`src/rtl/qr_pkg.sv`:
```
// ---------------------------------------------------------------------------
// qr_pkg
//
// Shared definitions for the QR function-pattern blocks (this writer and the
// corner/rotation detector). Holds:
//   - the writer FSM state encoding
//   - 21x21 symbol geometry (finder size/placement, timing-line placement)
//   - the number of writes a full pattern job issues
//   - the empty-corner rotation codes
//   - finder_bit(): the dark/light value of a finder module from its offset
// ---------------------------------------------------------------------------
package qr_pkg;

    // Image / address geometry defaults
    localparam int IMG_W_DEF = 64;
    localparam int AW_DEF    = 12;

    // Symbol geometry in canonical coordinates (empty corner at bottom-right)
    localparam int SYM_SIZE   = 21;
    localparam int FINDER_SZ  = 7;
    localparam int FINDER_FAR = 14;   // origin offset of the far finders
    localparam int N_FINDERS  = 3;
    localparam int TIM_LO     = 8;    // first index of each timing line
    localparam int TIM_LEN    = 5;    // modules per timing line
    localparam int TIM_IDX    = 6;    // fixed row (TIMH) / column (TIMV)

    localparam int N_WRITES = N_FINDERS * FINDER_SZ * FINDER_SZ + 2 * TIM_LEN;

    // Largest top-left coordinate that keeps the whole symbol in the image
    localparam int LOC_MAX = IMG_W_DEF - SYM_SIZE;

    // Empty-corner codes, identical to the detector's output encoding
    localparam logic [1:0] ROT_TL = 2'd0;
    localparam logic [1:0] ROT_TR = 2'd1;
    localparam logic [1:0] ROT_BL = 2'd2;
    localparam logic [1:0] ROT_BR = 2'd3;

    typedef enum logic [2:0] {
        ST_IDLE = 3'd0,
        ST_FIND = 3'd1,
        ST_TIMH = 3'd2,
        ST_TIMV = 3'd3,
        ST_DONE = 3'd4
    } qr_state_e;

    // Finder module value: the ring at Chebyshev distance 2 from the finder
    // centre (3,3) is light; everything else in the 7x7 block is dark.
    function automatic logic finder_bit(input logic [2:0] dr, input logic [2:0] dc);
        logic [2:0] ar;
        logic [2:0] ac;
        logic       on_ring;
        ar = (dr >= 3'd3) ? (dr - 3'd3) : (3'd3 - dr);
        ac = (dc >= 3'd3) ? (dc - 3'd3) : (3'd3 - dc);
        // max(ar,ac) == 2  <=>  both <= 2 and at least one == 2
        on_ring = (ar <= 3'd2) && (ac <= 3'd2) && ((ar == 3'd2) || (ac == 3'd2));
        return !on_ring;
    endfunction

endpackage

```
`src/rtl/qr_coord_xform.sv`:
```
// ---------------------------------------------------------------------------
// qr_coord_xform
//
// Combinational canonical-to-physical address mapping. The pattern is
// generated with the empty corner at bottom-right; this block rotates the
// canonical (r,c) into the requested orientation and offsets it by the
// symbol location.
//
// Ports:
//   r, c           in  5   canonical row/column, 0..20
//   rotation_type  in  2   empty corner code (ROT_TL/TR/BL/BR)
//   loc_y, loc_x   in  6   symbol top-left row/column in the image
//   addr           out AW  (loc_y+pr)*IMG_W + (loc_x+pc)
// ---------------------------------------------------------------------------
module qr_coord_xform
    import qr_pkg::*;
#(
    parameter int IMG_W = IMG_W_DEF,
    parameter int AW    = AW_DEF
) (
    input  logic [4:0]    r,
    input  logic [4:0]    c,
    input  logic [1:0]    rotation_type,
    input  logic [5:0]    loc_y,
    input  logic [5:0]    loc_x,
    output logic [AW-1:0] addr
);

    localparam logic [4:0] EDGE = 5'(SYM_SIZE - 1);

    logic [4:0]    pr;
    logic [4:0]    pc;
    logic [AW-1:0] row;
    logic [AW-1:0] col;

    always_comb begin
        pr = r;
        pc = c;
        case (rotation_type)
            ROT_BR: begin
                pr = r;
                pc = c;
            end
            ROT_BL: begin
                pr = c;
                pc = EDGE - r;
            end
            ROT_TR: begin
                pr = EDGE - c;
                pc = r;
            end
            default: begin  // ROT_TL
                pr = EDGE - r;
                pc = EDGE - c;
            end
        endcase

        // Full-width sums: location is range-checked upstream so no wrap.
        row  = AW'(loc_y) + AW'(pr);
        col  = AW'(loc_x) + AW'(pc);
        addr = row * AW'(IMG_W) + col;
    end

endmodule

```
`src/rtl/qr_pattern_writer.sv`:
```
// ---------------------------------------------------------------------------
// qr_pattern_writer
//
// Writes the function patterns of a 21x21 QR symbol (three finders, two
// timing lines) into a 64x64 one-bit image SRAM, one write per cycle.
// Job order: finders at canonical (0,0), (0,14), (14,0), each row-major;
// then the horizontal timing line (row 6, c=8..12); then the vertical one
// (column 6, r=8..12). 157 writes in total.
//
// Ports:
//   clk            in  1   clock, rising edge
//   rst            in  1   asynchronous active-high reset
//   start          in  1   job request, sampled only in IDLE
//   loc_y, loc_x   in  6   symbol top-left, latched at start
//   rotation_type  in  2   empty-corner code, latched at start
//   busy           out 1   job in progress
//   done           out 1   one-cycle completion pulse
//   loc_err        out 1   pulses with done when the location was illegal
//   sram_wen       out 1   write strobe
//   sram_waddr     out AW  write address (holds when sram_wen=0)
//   sram_wdata     out 1   write data, 1 = dark (holds when sram_wen=0)
//
// Handshake: start is accepted only in IDLE. From the accepting edge, busy
// stays high until the done pulse; done pulses for one cycle and the block is
// back in IDLE in that same cycle, so a held start relaunches immediately.
// ---------------------------------------------------------------------------
module qr_pattern_writer
    import qr_pkg::*;
#(
    parameter int IMG_W = IMG_W_DEF,
    parameter int AW    = AW_DEF
) (
    input  logic          clk,
    input  logic          rst,
    input  logic          start,
    input  logic [5:0]    loc_y,
    input  logic [5:0]    loc_x,
    input  logic [1:0]    rotation_type,
    output logic          busy,
    output logic          done,
    output logic          loc_err,
    output logic          sram_wen,
    output logic [AW-1:0] sram_waddr,
    output logic          sram_wdata
);

    localparam logic [2:0] FIND_LAST = 3'(FINDER_SZ - 1);
    localparam logic [1:0] FIDX_LAST = 2'(N_FINDERS - 1);
    localparam logic [2:0] TIM_LAST  = 3'(TIM_LEN - 1);

    // FSM and counters
    qr_state_e     state_q, state_d;
    logic [1:0]    fidx_q, fidx_d;     // finder index 0..2
    logic [2:0]    dr_q, dr_d;         // finder row offset
    logic [2:0]    dc_q, dc_d;         // finder column offset
    logic [2:0]    tcnt_q, tcnt_d;     // timing-line position 0..4

    // Job parameters latched at start
    logic [5:0]    loc_y_q, loc_y_d;
    logic [5:0]    loc_x_q, loc_x_d;
    logic [1:0]    rot_q, rot_d;
    logic          err_q, err_d;

    // Registered outputs
    logic          busy_q, busy_d;
    logic          done_q, done_d;
    logic          loc_err_q, loc_err_d;
    logic          wen_q, wen_d;
    logic [AW-1:0] waddr_q, waddr_d;
    logic          wdata_q, wdata_d;

    // Current write in canonical coordinates
    logic [4:0]    can_r;
    logic [4:0]    can_c;
    logic          can_bit;
    logic [AW-1:0] xf_addr;
    logic          loc_ok;

    assign loc_ok = (loc_y <= 6'(LOC_MAX)) && (loc_x <= 6'(LOC_MAX));

    // ------------------------------------------------------------------
    // Next-state and counter logic
    // ------------------------------------------------------------------
    always_comb begin
        state_d = state_q;
        fidx_d  = fidx_q;
        dr_d    = dr_q;
        dc_d    = dc_q;
        tcnt_d  = tcnt_q;
        loc_y_d = loc_y_q;
        loc_x_d = loc_x_q;
        rot_d   = rot_q;
        err_d   = err_q;

        case (state_q)
            ST_IDLE: begin
                if (start) begin
                    loc_y_d = loc_y;
                    loc_x_d = loc_x;
                    rot_d   = rotation_type;
                    err_d   = !loc_ok;
                    fidx_d  = 2'd0;
                    dr_d    = 3'd0;
                    dc_d    = 3'd0;
                    tcnt_d  = 3'd0;
                    state_d = loc_ok ? ST_FIND : ST_DONE;
                end
            end
            ST_FIND: begin
                if (dc_q == FIND_LAST) begin
                    dc_d = 3'd0;
                    if (dr_q == FIND_LAST) begin
                        dr_d = 3'd0;
                        if (fidx_q == FIDX_LAST) begin
                            fidx_d  = 2'd0;
                            state_d = ST_TIMH;
                        end else begin
                            fidx_d = fidx_q + 2'd1;
                        end
                    end else begin
                        dr_d = dr_q + 3'd1;
                    end
                end else begin
                    dc_d = dc_q + 3'd1;
                end
            end
            ST_TIMH: begin
                if (tcnt_q == TIM_LAST) begin
                    tcnt_d  = 3'd0;
                    state_d = ST_TIMV;
                end else begin
                    tcnt_d = tcnt_q + 3'd1;
                end
            end
            ST_TIMV: begin
                if (tcnt_q == TIM_LAST) begin
                    tcnt_d  = 3'd0;
                    state_d = ST_DONE;
                end else begin
                    tcnt_d = tcnt_q + 3'd1;
                end
            end
            ST_DONE: begin
                state_d = ST_IDLE;
            end
            default: begin
                state_d = ST_IDLE;
            end
        endcase
    end

    // ------------------------------------------------------------------
    // Canonical coordinate and data for the write issued this cycle
    // ------------------------------------------------------------------
    always_comb begin
        can_r   = 5'd0;
        can_c   = 5'd0;
        can_bit = 1'b0;
        case (state_q)
            ST_FIND: begin
                // Finder 1 sits at the far column, finder 2 at the far row.
                can_r   = ((fidx_q == 2'd2) ? 5'(FINDER_FAR) : 5'd0) + 5'(dr_q);
                can_c   = ((fidx_q == 2'd1) ? 5'(FINDER_FAR) : 5'd0) + 5'(dc_q);
                can_bit = finder_bit(dr_q, dc_q);
            end
            ST_TIMH: begin
                can_r   = 5'(TIM_IDX);
                can_c   = 5'(TIM_LO) + 5'(tcnt_q);
                can_bit = ~can_c[0];   // dark on even index
            end
            ST_TIMV: begin
                can_r   = 5'(TIM_LO) + 5'(tcnt_q);
                can_c   = 5'(TIM_IDX);
                can_bit = ~can_r[0];
            end
            default: begin
                can_r   = 5'd0;
                can_c   = 5'd0;
                can_bit = 1'b0;
            end
        endcase
    end

    qr_coord_xform #(
        .IMG_W (IMG_W),
        .AW    (AW)
    ) u_xform (
        .r             (can_r),
        .c             (can_c),
        .rotation_type (rot_q),
        .loc_y         (loc_y_q),
        .loc_x         (loc_x_q),
        .addr          (xf_addr)
    );

    // ------------------------------------------------------------------
    // Output register inputs
    // ------------------------------------------------------------------
    always_comb begin
        // busy covers every cycle the FSM is out of IDLE, including DONE,
        // so it drops exactly when done rises.
        busy_d    = (state_d != ST_IDLE);
        done_d    = (state_q == ST_DONE);
        loc_err_d = (state_q == ST_DONE) && err_q;
        wen_d     = (state_q == ST_FIND) || (state_q == ST_TIMH) || (state_q == ST_TIMV);
        waddr_d   = wen_d ? xf_addr : waddr_q;
        wdata_d   = wen_d ? can_bit : wdata_q;
    end

    always_ff @(posedge clk or posedge rst) begin
        if (rst) begin
            state_q   <= ST_IDLE;
            fidx_q    <= 2'd0;
            dr_q      <= 3'd0;
            dc_q      <= 3'd0;
            tcnt_q    <= 3'd0;
            loc_y_q   <= 6'd0;
            loc_x_q   <= 6'd0;
            rot_q     <= 2'd0;
            err_q     <= 1'b0;
            busy_q    <= 1'b0;
            done_q    <= 1'b0;
            loc_err_q <= 1'b0;
            wen_q     <= 1'b0;
            waddr_q   <= '0;
            wdata_q   <= 1'b0;
        end else begin
            state_q   <= state_d;
            fidx_q    <= fidx_d;
            dr_q      <= dr_d;
            dc_q      <= dc_d;
            tcnt_q    <= tcnt_d;
            loc_y_q   <= loc_y_d;
            loc_x_q   <= loc_x_d;
            rot_q     <= rot_d;
            err_q     <= err_d;
            busy_q    <= busy_d;
            done_q    <= done_d;
            loc_err_q <= loc_err_d;
            wen_q     <= wen_d;
            waddr_q   <= waddr_d;
            wdata_q   <= wdata_d;
        end
    end

    assign busy       = busy_q;
    assign done       = done_q;
    assign loc_err    = loc_err_q;
    assign sram_wen   = wen_q;
    assign sram_waddr = waddr_q;
    assign sram_wdata = wdata_q;

endmodule

```
`config.mk`:
```
export PLATFORM = sky130hd
export DESIGN_NAME = qr_pattern_writer
export DESIGN_NICKNAME = d
export VERILOG_FILES = /design/src/rtl/qr_pkg.sv /design/src/rtl/qr_coord_xform.sv /design/src/rtl/qr_pattern_writer.sv
export SDC_FILE = /design/constraint.sdc
export NUM_CORES = 1
export LEC_CHECK = 0
export BUFFER_PORTS_ARGS = -buffer_cell sky130_fd_sc_hd__buf_2
export CAP_MARGIN = 20
export CORE_AREA = 3 3 76 107
export CTS_CLUSTER_DIAMETER = 120
export DETAILED_ROUTE_END_ITERATION = 8
export DIE_AREA = 0 0 79 110
export PLACE_DENSITY = 0.62
export SYNTH_ARGS = -nofsm -noshare
export SYNTH_HDL_FRONTEND = slang
export SYNTH_SLANG_ARGS = --single-unit
```
`constraint.sdc`:
```
create_clock -name clk -period 5.1 [get_ports clk]
set_input_delay 0.51 -clock clk [delete_from_list [all_inputs] [get_ports clk]]
set_output_delay 0.51 -clock clk [all_outputs]
set_load 0.01 [all_outputs]
```
# Word-level counts from Yosys, hierarchy flattened
# Cells that the tools add are included.
# word_totals
romBits	0
mem_count	0
reg_bits	46
ram_bits	0
output_inout_bits	17
latchBits	0
inputBits	17
elab_cells	104
# classes
bitwise	1
n_reduce_logical	19
order_cmp	6
n_shift	0
mux	30
addsub	16
eq_ne	17
div_mod_pow	0
mul	0
# op_table
operator	n
$pmux 5 s3	4
$mux 3	14
$pmux 3 s2	3
$add 12x12->12	1
$eq 3x2->1 const B	4
$eq 3x3->1 const B	4
$le 6x6->1 const B	2
$pmux 3 s4	1
$add 4x3->5	2
$sub 5x5->5 const A	2
$add 3x1->3 const B	3
$mux 2	4
$mux 4	2
$add 6x5->7	1
$add 6x5->6	1
$eq 2x2->1 const B	3
$ge 3x2->1 const B	2
$le 3x2->1 const B	2
$ne 2x2->1 const B	3
$reduce_and 2->1	3
$sub 2x3->3 const A	2
$sub 3x2->3 const B	2
$add 4x3->5 const A	1
$eq 2x1->1 const B	2
14 further kinds	21

# Depth between registers and ports, before layout
# Gate-level depths: netlist (run 1).
# depth
ltp_word	8
mapped_depth	21
mapped_depth_nobuf	21

# Cells and area by module
# A second synthesis (run 1) with hierarchy kept.
# hier_totals
cells_unflattened	329
hier_area_um2	3194.3
# by_module_without_submodules
mod	area_per_inst_um2	cells_each	instances	seq_area_each_um2
qr_pattern_writer	2391.0	242	1	1151.1
qr_coord_xform	803.3	87	1	0.0

# Worst setup path before layout (run 1)
# OpenSTA, ideal clock, no wires.
# synth_timing
path_kind	reg-to-reg
from	reg fidx_q[0]
to	reg waddr_q[11], in the netlist sram_waddr[11]
period_less_slack_ns	4.045
n_path_buf	0
t_arrival_ns	3.920
setup_slack_ns	1.055
required_ns	4.975
path_stages_with_launch	21
setup_time_ns	0.125
cell_sequence	dfrtp_1 nor2b_2 ha_1 fa_1 nand2_2 a21oi_4 o21ai_2 mux2_4 and3_1 a211o_1 ha_1 inv_1 nor2_1 nor2_1 nor2b_1 o21a_1 ha_1 and3_1 nand3_1 xor3_1 mux2_2
# synth_via
elab_chain_cells	8
word_cells_on_any_way	15
cone_classes	add/sub: 7; eq/ne: 2; mux: 6
# synth_rtl
element	line	text
start: declaration	qr_pattern_writer.sv:53	logic [1:0] fidx_q, fidx_d;
start signal: assignment	qr_pattern_writer.sv:229	fidx_q <= fidx_d;
$eq 2x2->1 or $eq 2x1->1 (tied branches)	qr_pattern_writer.sv:162, qr_pattern_writer.sv:163	
$mux 4, on equally long branches	qr_pattern_writer.sv:162, qr_pattern_writer.sv:163	
$add 4x3->5, on equally long branches	qr_pattern_writer.sv:162, qr_pattern_writer.sv:163	
$pmux 5 s3	qr_pattern_writer.sv:159	case (state_q)
$sub 5x5->5, on equally long branches	n/a	
$pmux 5 s3	qr_coord_xform.sv:39	case (rotation_type)
$add 6x5->6 or $add 6x5->7 (tied branches)	qr_coord_xform.sv:59, qr_coord_xform.sv:60	
$add 12x12->12 *	qr_coord_xform.sv:61	addr = row * AW'(IMG_W) + col;
end signal: assignment	qr_pattern_writer.sv:241	waddr_q <= waddr_d;
end: declaration	qr_pattern_writer.sv:69	logic [AW-1:0] waddr_q, waddr_d;
# Every way passes the cells marked *; elsewhere a longest branch is shown, timed or not.
# A chain may end at the register's enable or synchronous reset.

# Worst setup path after layout (run 1)
# layout_timing
from	reg state_q[0]
to	reg waddr_q[11], in the netlist sram_waddr[11]
# layout_via
elab_chain_cells	6
word_cells_on_any_way	14
cone_classes	add/sub: 5; eq/ne: 3; mux: 4; reduce/logical: 2
# layout_rtl
element	line	text
start: declaration	qr_pattern_writer.sv:52	qr_state_e state_q, state_d;
start signal: assignment	qr_pattern_writer.sv:228	state_q <= state_d;
$eq 3x2->1 or $eq 3x1->1 (tied branches)	qr_pattern_writer.sv:159, qr_pattern_writer.sv:205	
$pmux 5 s3	qr_pattern_writer.sv:159	
$sub 5x5->5, on equally long branches	n/a	
$pmux 5 s3	qr_coord_xform.sv:39	
$add 6x5->6 or $add 6x5->7 (tied branches)	qr_coord_xform.sv:59, qr_coord_xform.sv:60	
$add 12x12->12	qr_coord_xform.sv:61	
# Several ways; a longest one is shown, not always the timed one.

==> flow_results.org, run 1 <==
** Clock tree
- Clock latency on the worst-skew pair, taken at its later pin, is 0.30 ns.
- H-tree lvl count :: 2
- Worst-case clock buffer depth :: 2
- After clock tree synthesis, the clock-pin slew on the worst setup and hold paths is 0.09 ns.
- TritonCTS clock tree :: done
- Once the clock tree was built, the resizer swapped 0 gates to a different size.
- Clock sinks :: 46
- TritonCTS buffer count :: 5
- The tree is rooted in a clkbuf_8.
- For this design, the CTS-stage hold fixing added 0 buffers.
- Post-CTS timing repair inserted 0 buffers for setup.

** Critical path
- STA classifies the critical path startpoint as a flop.
- Length in cells of the worst reg-to-reg path :: 17
- The signal on the critical path passes through nor2b_2, a22oi_1, nor2_1, inv_2, ha_1, mux4_2, fa_1, a21oi_1, nor2_1, nor2_1, nor2b_1, o21a_1, ha_1, and3_1, nand3_1, xor3_1, mux2_2.
- Total buffers and inverters traversed by the critical path :: 1
- Kind of capture point of the worst setup path :: flop
- Req. time, crit path :: 5.29 ns
- In this design, the stage delay of the slowest critical-path cell is 0.68 ns.
- At the worst endpoint, the arrival time is 4.54 ns.
- Broken down by cell family, the worst path's largest delay share belongs to simple AND/OR/NAND/NOR gates.
- Worst path most repeated cell :: nor2_1
- In this run the critical register-to-register path is captured at sram_waddr[11]$_DFFE_PP0P_.
- Among all stages on the critical path, the largest delay is contributed by dfrtp_1.
- Critical setup path kind :: reg -> reg
- Worst R2R Start :: state_q[0]$_DFF_PP0_
- The worst register-to-register path has a setup slack of 0.75 ns.
- Along the worst path, the maximum fanout reaches 16.

** Global routing
- Entering global routing, the biggest net connects 47 pins.
- The number of antenna violations at the first check in global routing came to 0.
- The number of global-route vias before repair is 2546.
- The first global-routing pass estimated 12.2 mm of wire.
- Overall track demand over capacity in global routing :: 0.180
- Overflow after GRT :: 0

** Synth
- Of the total synthesized cell area, the portion taken by full adders, half adders and majority gates is 0.131.
- Sequential element share of the synthesized area :: 0.357
- Most frequently used flop master after synthesis :: dfrtp_1
- Simple-gate share of the synthesized area :: 0.181
- Syn Inst Count :: 356
- The number of different library cells used by synthesis comes to 56.
- Number of register bits inferred by synthesis :: 46
- The number of nets in the synthesized netlist is 405.
- In the synthesized netlist the async set-or-reset flop fraction comes to 1.00.
- Syn. warnings :: 0
- Compound-cell area share of the yosys netlist :: 0.165
- In this run the mean area of a mapped cell was 9.06 um^2.
- Dominant combinational cell family by area after synthesis :: simple AND/OR/NAND/NOR gates
- Multiplexer area fraction after synthesis :: 0.0617
- Summing every instance area after synthesis gives 3230 um^2.
- Of the total synthesized cell area, the portion taken by XOR and XNOR cells is 0.0535.
- Post-synth EDFFs :: 0

** STA
- Final critical-path share of the clock period :: 0.854
- The worst path in the final design needs a cycle of 4.35 ns, including I/O delays and setup.
- In this run the tightest slew margin relative to its limit is 0.389.
- At the pin with the least slew margin, the transition time is 0.917 ns.
- The total count of hold-check failures in the final report was 0.
- Summed over all failing endpoints, the final setup total negative slack is 0 ns.
- The number of max-slew violations in the final report was 0.
- Maximum operating frequency :: 230 MHz
- Setup clock skew after layout :: 0.00334 ns
- Setup repair after global routing missed its margin :: false
- Setup violations remaining at the end of the flow were counted as 0.
- The tightest hold path in the finished design has a slack of 0.225 ns.

** Routing
- The final route contains 2557 vias.
- Number of remaining DRC errors :: 0
- Pre-antenna DRT Iters :: 5
- Using the TritonRoute via totals, the vias-per-cell ratio works out to 5.30.
- For this block, the routed nets add up to 7.31 mm of wire.
- Routed WL per cell :: 15.2 um
- After the first detailed-routing iteration, the DRC count stood at 75.
- Routed Antenna Nets :: 0

** Cells and area
- The top cell types in the final layout, fill and taps aside, are 78 x nand2_1, 46 x dfrtp_1, 33 x buf_2, 29 x ha_1, 20 x inv_1.
- The number of antenna diodes in the final layout is 0.
- Share of layout cells above drive strength 1 :: 0.161
- Nets :: 433
- Leading cell type in the layout, fill and taps excluded :: nand2_1
- Count of filler cells inserted in the layout :: 728
- Relative area change from synthesis to final layout :: 10.2%

** Die
- The initial utilization of the core area, before any placement, comes to 0.441.
- Height of the chip :: 110 um
- The floorplan step defined a core boundary enclosing 7310 um^2.
- The floorplan step defined a die boundary enclosing 8690 um^2.
- The floorplan step set the die width to 79 um.
- I/O Pins :: 34
- The floorplan has 37 rows.

** Outcome
- The flow ran to the end, and the final reports show no timing, DRC or antenna violations.

** Run
- Across the run, the number of max-cap violations was 0.

** Pwr
- Across the VDD grid, the largest voltage drop is 0.224 mV.
- Power dissipated by switching net loads :: 1.14 mW
- Switching share of power :: 0.457
- Lkg Pwr :: 1.79 nW
- Of the total power, registers draw 0.274.
- Clock power frac :: 0.094
- Of the total power, combinational logic draws 0.633.
- Pwr per Cell Area :: 704 nW/um^2
- Internal power comes to 1.36 mW.

** Placed design
- In this run the tool buffered the top-level ports with 33 buffer cells.
- Detailed Place HPWL :: 5.60 mm
- At the end of routability-driven placement, the weighted congestion stood at 0.864.

** Hold path
- Kind of path behind the tightest hold check :: in -> async
flip-flops by register name (all words and copies together) (netlist names):
name	flops
sram_waddr	12
sram_wdata	1
done	1
fidx_q	2
err_q	1
loc_y_q	6
sram_wen	1
loc_x_q	6
busy	1
dr_q	3
state_q	3
rot_q	2
tcnt_q	3
dc_q	3
loc_err	1
logic make-up after synthesis:
| logic type | Yosys count |
|---|---|
| buffers and inverters | 38 |
| adders and majority gates | 32 |
| DFF | 46 |
| xor gates and xnor gates | 18 |
| and+or+nand+nor | 131 |
| AOI/OAI and AO/OA | 78 |
| muxes | 13 |
area by class of cell:
type | instances | area [um^2] | share of cell area
multi-input cells | 272 | 1910 | 0.537
flip-flops and latches | 46 | 1150 | 0.324
repair buffers | 35 | 193 | 0.0542
well taps | 97 | 121 | 0.0341
inverters | 24 | 90.1 | 0.0253
clock buffers | 7 | 86.3 | 0.0243
clock inverters | 1 | 5.00 | 0.00141
power groups by stage:
stage | clock network, mW | logic [mW] | registers (mW)
2_1_floorplan | 0 | 1.27 | 0.646
3_3_place_gp | 0 | 1.55 | 0.686
3_5_place_dp | 0 | 1.58 | 0.694
4_1_cts | 0.240 | 1.59 | 0.685
5_1_grt | 0.259 | 1.77 | 0.711
6_report | 0.234 | 1.58 | 0.685
routing by layer:
metal	global-route usage	up-vias	routed length (um)
li1	-	1272	-
met1	0.197	1225	2930
met2	0.348	48	3990
met3	0.0268	12	231
met4	0.0639	0	161
met5	0	-	0
synth_stat cells, drive strengths merged (2+ instances only):
| master | number | area [um^2] |
|---|---|---|
| xnor2 | 11 | 96.3 |
| o21bai | 3 | 22.5 |
| or3 | 4 | 25.0 |
| mux4 | 5 | 113 |
| nand2b | 4 | 25.0 |
| nor2b | 6 | 45.1 |
| mux2i | 6 | 60.1 |
| a21o | 7 | 52.6 |
| nor3b | 2 | 15.0 |
| ha | 29 | 363 |
| a22oi | 4 | 30.0 |
| xor2 | 6 | 52.6 |
| mux2 | 2 | 26.3 |
| clkbuf | 5 | 18.8 |
| a211oi | 2 | 15.0 |
| a21oi | 16 | 95.1 |
| nand3 | 9 | 45.0 |
| and2 | 2 | 12.5 |
| nor3 | 2 | 10.0 |
| a31oi | 3 | 18.8 |
| fa | 3 | 60.1 |
| o21ai | 28 | 144 |
| a21boi | 2 | 15.0 |
| dfrtp | 46 | 1150 |
| inv | 24 | 90.1 |
| o32ai | 2 | 25.0 |
| and3 | 4 | 25.0 |
| nor2 | 16 | 60.1 |
| buf | 9 | 56.3 |
| nand2 | 79 | 299 |
through the flow:
stage | util | instance area, um^2 | setup slack (ns) | cells | total power [mW]
CTS | 0.484 | 3540 | 0.764 | 481 | 2.52
global placement | 0.471 | 3450 | 0.867 | 473 | 2.24
finish | 0.486 | 3560 | 0.746 | 482 | 2.50
global route | 0.486 | 3560 | 0.533 | 482 | 2.74
detailed placement | 0.471 | 3450 | 0.773 | 473 | 2.27
floorplan | - | 3230 | 1.06 | 356 | 1.92
worst reg2reg max path, delay by kind of cell, from the launching register on:
kind | cells | cell delay [ns]
fa+ha+maj | 3 | 0.96
flops | 1 | 0.68
buf+inv | 1 | 0.06
xor+xnor | 1 | 0.21
compound gates | 3 | 0.48
mux | 2 | 0.78
simple gates | 7 | 1.07
worst max-delay path by stage:
stage / from / end / slack (ns) / cells after the start
after CTS: fidx_q[0]$_DFFE_PP0P_ / sram_waddr[11]$_DFFE_PP0P_ / 0.76 / 19
final: state_q[0]$_DFF_PP0_ / sram_waddr[11]$_DFFE_PP0P_ / 0.75 / 17
after global routing: state_q[0]$_DFF_PP0_ / sram_waddr[11]$_DFFE_PP0P_ / 0.53 / 17
after detailed placement: fidx_q[0]$_DFFE_PP0P_ / sram_waddr[11]$_DFFE_PP0P_ / 0.77 / 20
after global placement: fidx_q[0]$_DFFE_PP0P_ / sram_waddr[11]$_DFFE_PP0P_ / 0.87 / 20
after floorplan: fidx_q[0]$_DFFE_PP0P_ / sram_waddr[11]$_DFFE_PP0P_ / 1.06 / 20
Power figures use the tool's default switching activity.
==> run 2, diff against run 1 <==
Clock period 5.1 ns to 4.1 ns, I/O delays scaled along.
==> flow_results.org, run 2 (same netlist as run 1, synthesis figures left out) <==
** Outcome
- Outcome :: complete, no violations

** Placed design
- Once detailed placement completed, the half-perimeter wirelength came to 5.86 mm.
- Prior to clock tree synthesis, the placed netlist has a worst setup slack of -0.0128 ns.
- During placement, the flow inserted port buffers numbering 33.
- Final weighted congestion in routability-driven placement :: 0.850

** Die
- The total area inside the core boundary comes to 7310 um^2.
- Die Span X :: 79 um
- Initial core utilization :: 0.441
- Die footprint :: 8690 um^2
- In this run the count of I/O pins placed on the die edge is 34.
- The die is 110 um tall.
- Placement row count :: 37

** Pwr
- Power dissipated by switching net loads :: 1.52 mW
- Of the total power, the share spent switching nets is 0.437.
- Lkg Pwr :: 1.91 nW
- In this run the power density over the cells is 905 nW/um^2.
- The share of total power dissipated in sequential elements is 0.232.
- Design Power :: 3.46 mW
- Of the total power, combinational logic draws 0.671.
- Maximum VDD drop :: 0.332 mV
- The share of total power dissipated in the clock network is 0.097.
- Internal power consumption :: 1.95 mW

** Routing
- Routed Antenna Nets :: 0
- In this run, the number of DRC markers left after iteration 0 of detailed routing was 95.
- After detailed routing, the average wire length per cell comes to 15.2 um.
- Total length of routed wires :: 7.68 mm
- The first detailed-routing pass took 4 iterations.
- Vias post-DR :: 2597
- Number of remaining DRC errors :: 0
- In the routed layout, each cell is associated on average with a via count of 5.13.

** Cells and area
- Share of layout cells above drive strength 1 :: 0.237
- Leaving out fill and tap cells, the most frequent cell in the layout is nand2_1.
- The repair_antennas step left the layout with diodes totalling 0.
- Nets :: 457
- Count of filler cells inserted in the layout :: 743
- Relative area change from synthesis to final layout :: 18.7%
- Max FFs per register :: 12
- In the layout the commonest cells are 78 x nand2_1, 46 x dfrtp_1, 33 x buf_2, 26 x ha_1, 24 x buf_4.

** STA
- Of the available clock period, the critical path in the final layout requires 0.989.
- Maximum operating frequency :: 247 MHz
- Setup repair after global routing could not meet its margin everywhere.
- The worst path in the final design needs a cycle of 4.06 ns, including I/O delays and setup.
- The number of max-slew violations in the final report is 0.
- Number of failing setup endpoints in the final timing report :: 0
- The worst pin sits at a relative slew slack of 0.352.
- Setup clock skew after layout :: 0.00761 ns
- Number of endpoints with negative hold slack in the final report :: 0
- For the pin with the worst max-slew slack, the measured transition is 0.972 ns.
- Setup slack on the critical path of the routed design comes to 0.0438 ns.

** Clock tree
- TritonCTS built the clock tree.
- The H-tree was split into 2 levels.
- The longest clock path from root to sink contains 2 buffers.
- Clock-pin slew was measured on the worst setup and hold paths at 0.09 ns.
- For the worst-skew pair, the clock arrives at the later sink with an insertion delay of 0.30 ns.
- Clock sinks :: 46
- TritonCTS created 5 clock buffers.
- Clock tree synthesis selected as its root buffer the cell clkbuf_8.

** Critical path
- The worst setup path is of the reg -> reg kind.
- Cell with the largest stage delay on the worst path :: fa_1
- R2R setup slack :: 0.04 ns
- The critical path goes through nor2b_4, ha_4, fa_1, nand2_2, a21oi_4, o21ai_2, mux2_4, and3_4, a211o_1, ha_1, inv_1, nor2_1, nor2_1, nor2b_1, o21a_1, ha_2, and3_4, nand3_2, xor3_1, mux2_4.
- Total buffers and inverters traversed by the critical path :: 1
- STA classifies the critical path startpoint as a flop.
- At the worst endpoint, the arrival time is 4.24 ns.
- Maximum fanout along the worst path :: 3
- Worst R2R Start :: fidx_q[0]$_DFFE_PP0P_
- Kind of capture point of the worst setup path :: flop
- On the critical path the largest part of the delay comes from adder cells.
- Length in cells of the worst reg-to-reg path :: 20
- Critical R2R Capture :: sram_waddr[11]$_DFFE_PP0P_
- Data on the critical path is required at its endpoint by 4.29 ns.
- On the worst path, the slowest cell contributes a delay of 0.53 ns.

** Hold path
- The tightest min-delay check is of the in -> reg type.
- Endpoint of the worst hold path :: loc_x_q[1]$_DFFE_PP0P_
- Min-Delay Startpoint :: loc_x[1]
- Worst hold path stage count :: 3

** Global routing
- Overall track demand over capacity in global routing :: 0.186
- Entering global routing, the biggest net connects 47 pins.
- Global-route wire length before repair :: 12.7 mm
- Antenna violations before repair :: 0
- The number of global-route vias before repair came to 2604.
- After global routing the overflow that remains totals 0.

** Run
- The tool flagged a number of max-cap violations equal to 0.
[run 2: changes by cell type in the layout (fill, tap and decap cells not counted), moves of 2 or more]
cell / delta
and3_1: -2
and3_4: +2
buf_4: +23
ha_1: -3
ha_4: +2
[run 2: how the worst max path moves through the flow]
stage	start	to	slack, ns	cells past startpoint
3_5_place_dp	fidx_q[1]$_DFFE_PP0P_	sram_waddr[11]$_DFFE_PP0P_	-0.01	19
2_1_floorplan	fidx_q[0]$_DFFE_PP0P_	sram_waddr[11]$_DFFE_PP0P_	0.06	20
3_3_place_gp	fidx_q[0]$_DFFE_PP0P_	sram_waddr[11]$_DFFE_PP0P_	0.09	20
4_1_cts	fidx_q[0]$_DFFE_PP0P_	sram_waddr[11]$_DFFE_PP0P_	0.005	20
5_1_grt	fidx_q[0]$_DFFE_PP0P_	sram_waddr[11]$_DFFE_PP0P_	-0.08	20
6_report	fidx_q[0]$_DFFE_PP0P_	sram_waddr[11]$_DFFE_PP0P_	0.04	20
[run 2: area by class of cell]
type                       instances  area, um^2  area share
multi-input combinational        272        1980       0.518
sequential                        46        1150       0.301
timing repair buffer              59         375      0.0980
tap                               97         121      0.0317
inverter                          24        90.1      0.0235
clock buffer                       5        68.8      0.0180
clock inverter                     3        40.0      0.0105
[run 2: through the flow]
step	utilization	hold slack, ns	instances	setup TNS, ns	instance area (um^2)
floorplan	-	0.447	356	0	3230
global placement	0.493	0.454	494	0	3600
detailed placement	0.493	0.458	494	-0.0128	3600
CTS	0.508	0.288	502	0	3710
global route	0.523	0.303	506	-0.0993	3830
finish	0.523	0.296	506	0	3830
[run 2: timing repair]
| action | in CTS | in global routing |
|---|---|---|
| endpoints found under the setup margin | 1 | 1 |
| hold endpoints to repair | 0 | 6 |
| buffers inserted | 0 | 2 |
| gates resized for setup | 1 | 13 |
| hold buffers | 0 | 1 |
| pin swaps | 0 | 7 |
[run 2: power by group through the flow]
stage	clock [mW]	combinational, mW	sequential [mW]
floorplan	0	1.59	0.803
global placement	0	2.15	0.803
detailed placement	0	2.19	0.809
CTS	0.351	2.20	0.799
global route	0.367	2.60	0.832
finish	0.336	2.32	0.805
[run 2: tightest hold or removal path: cells and delay by family]
family,cells,cell delay (ns)
AND/OR/NAND/NOR,2,0.09
buffers and inverters,1,0.07
[run 2: metal layers]
metal	vias up	wire, um	share of wire	track usage
li1	1312	-	-	-
met1	1233	3090	0.40	0.212
met2	40	4260	0.55	0.360
met3	12	186	0.024	0.0244
met4	0	140	0.018	0.0504
met5	-	0	0	0
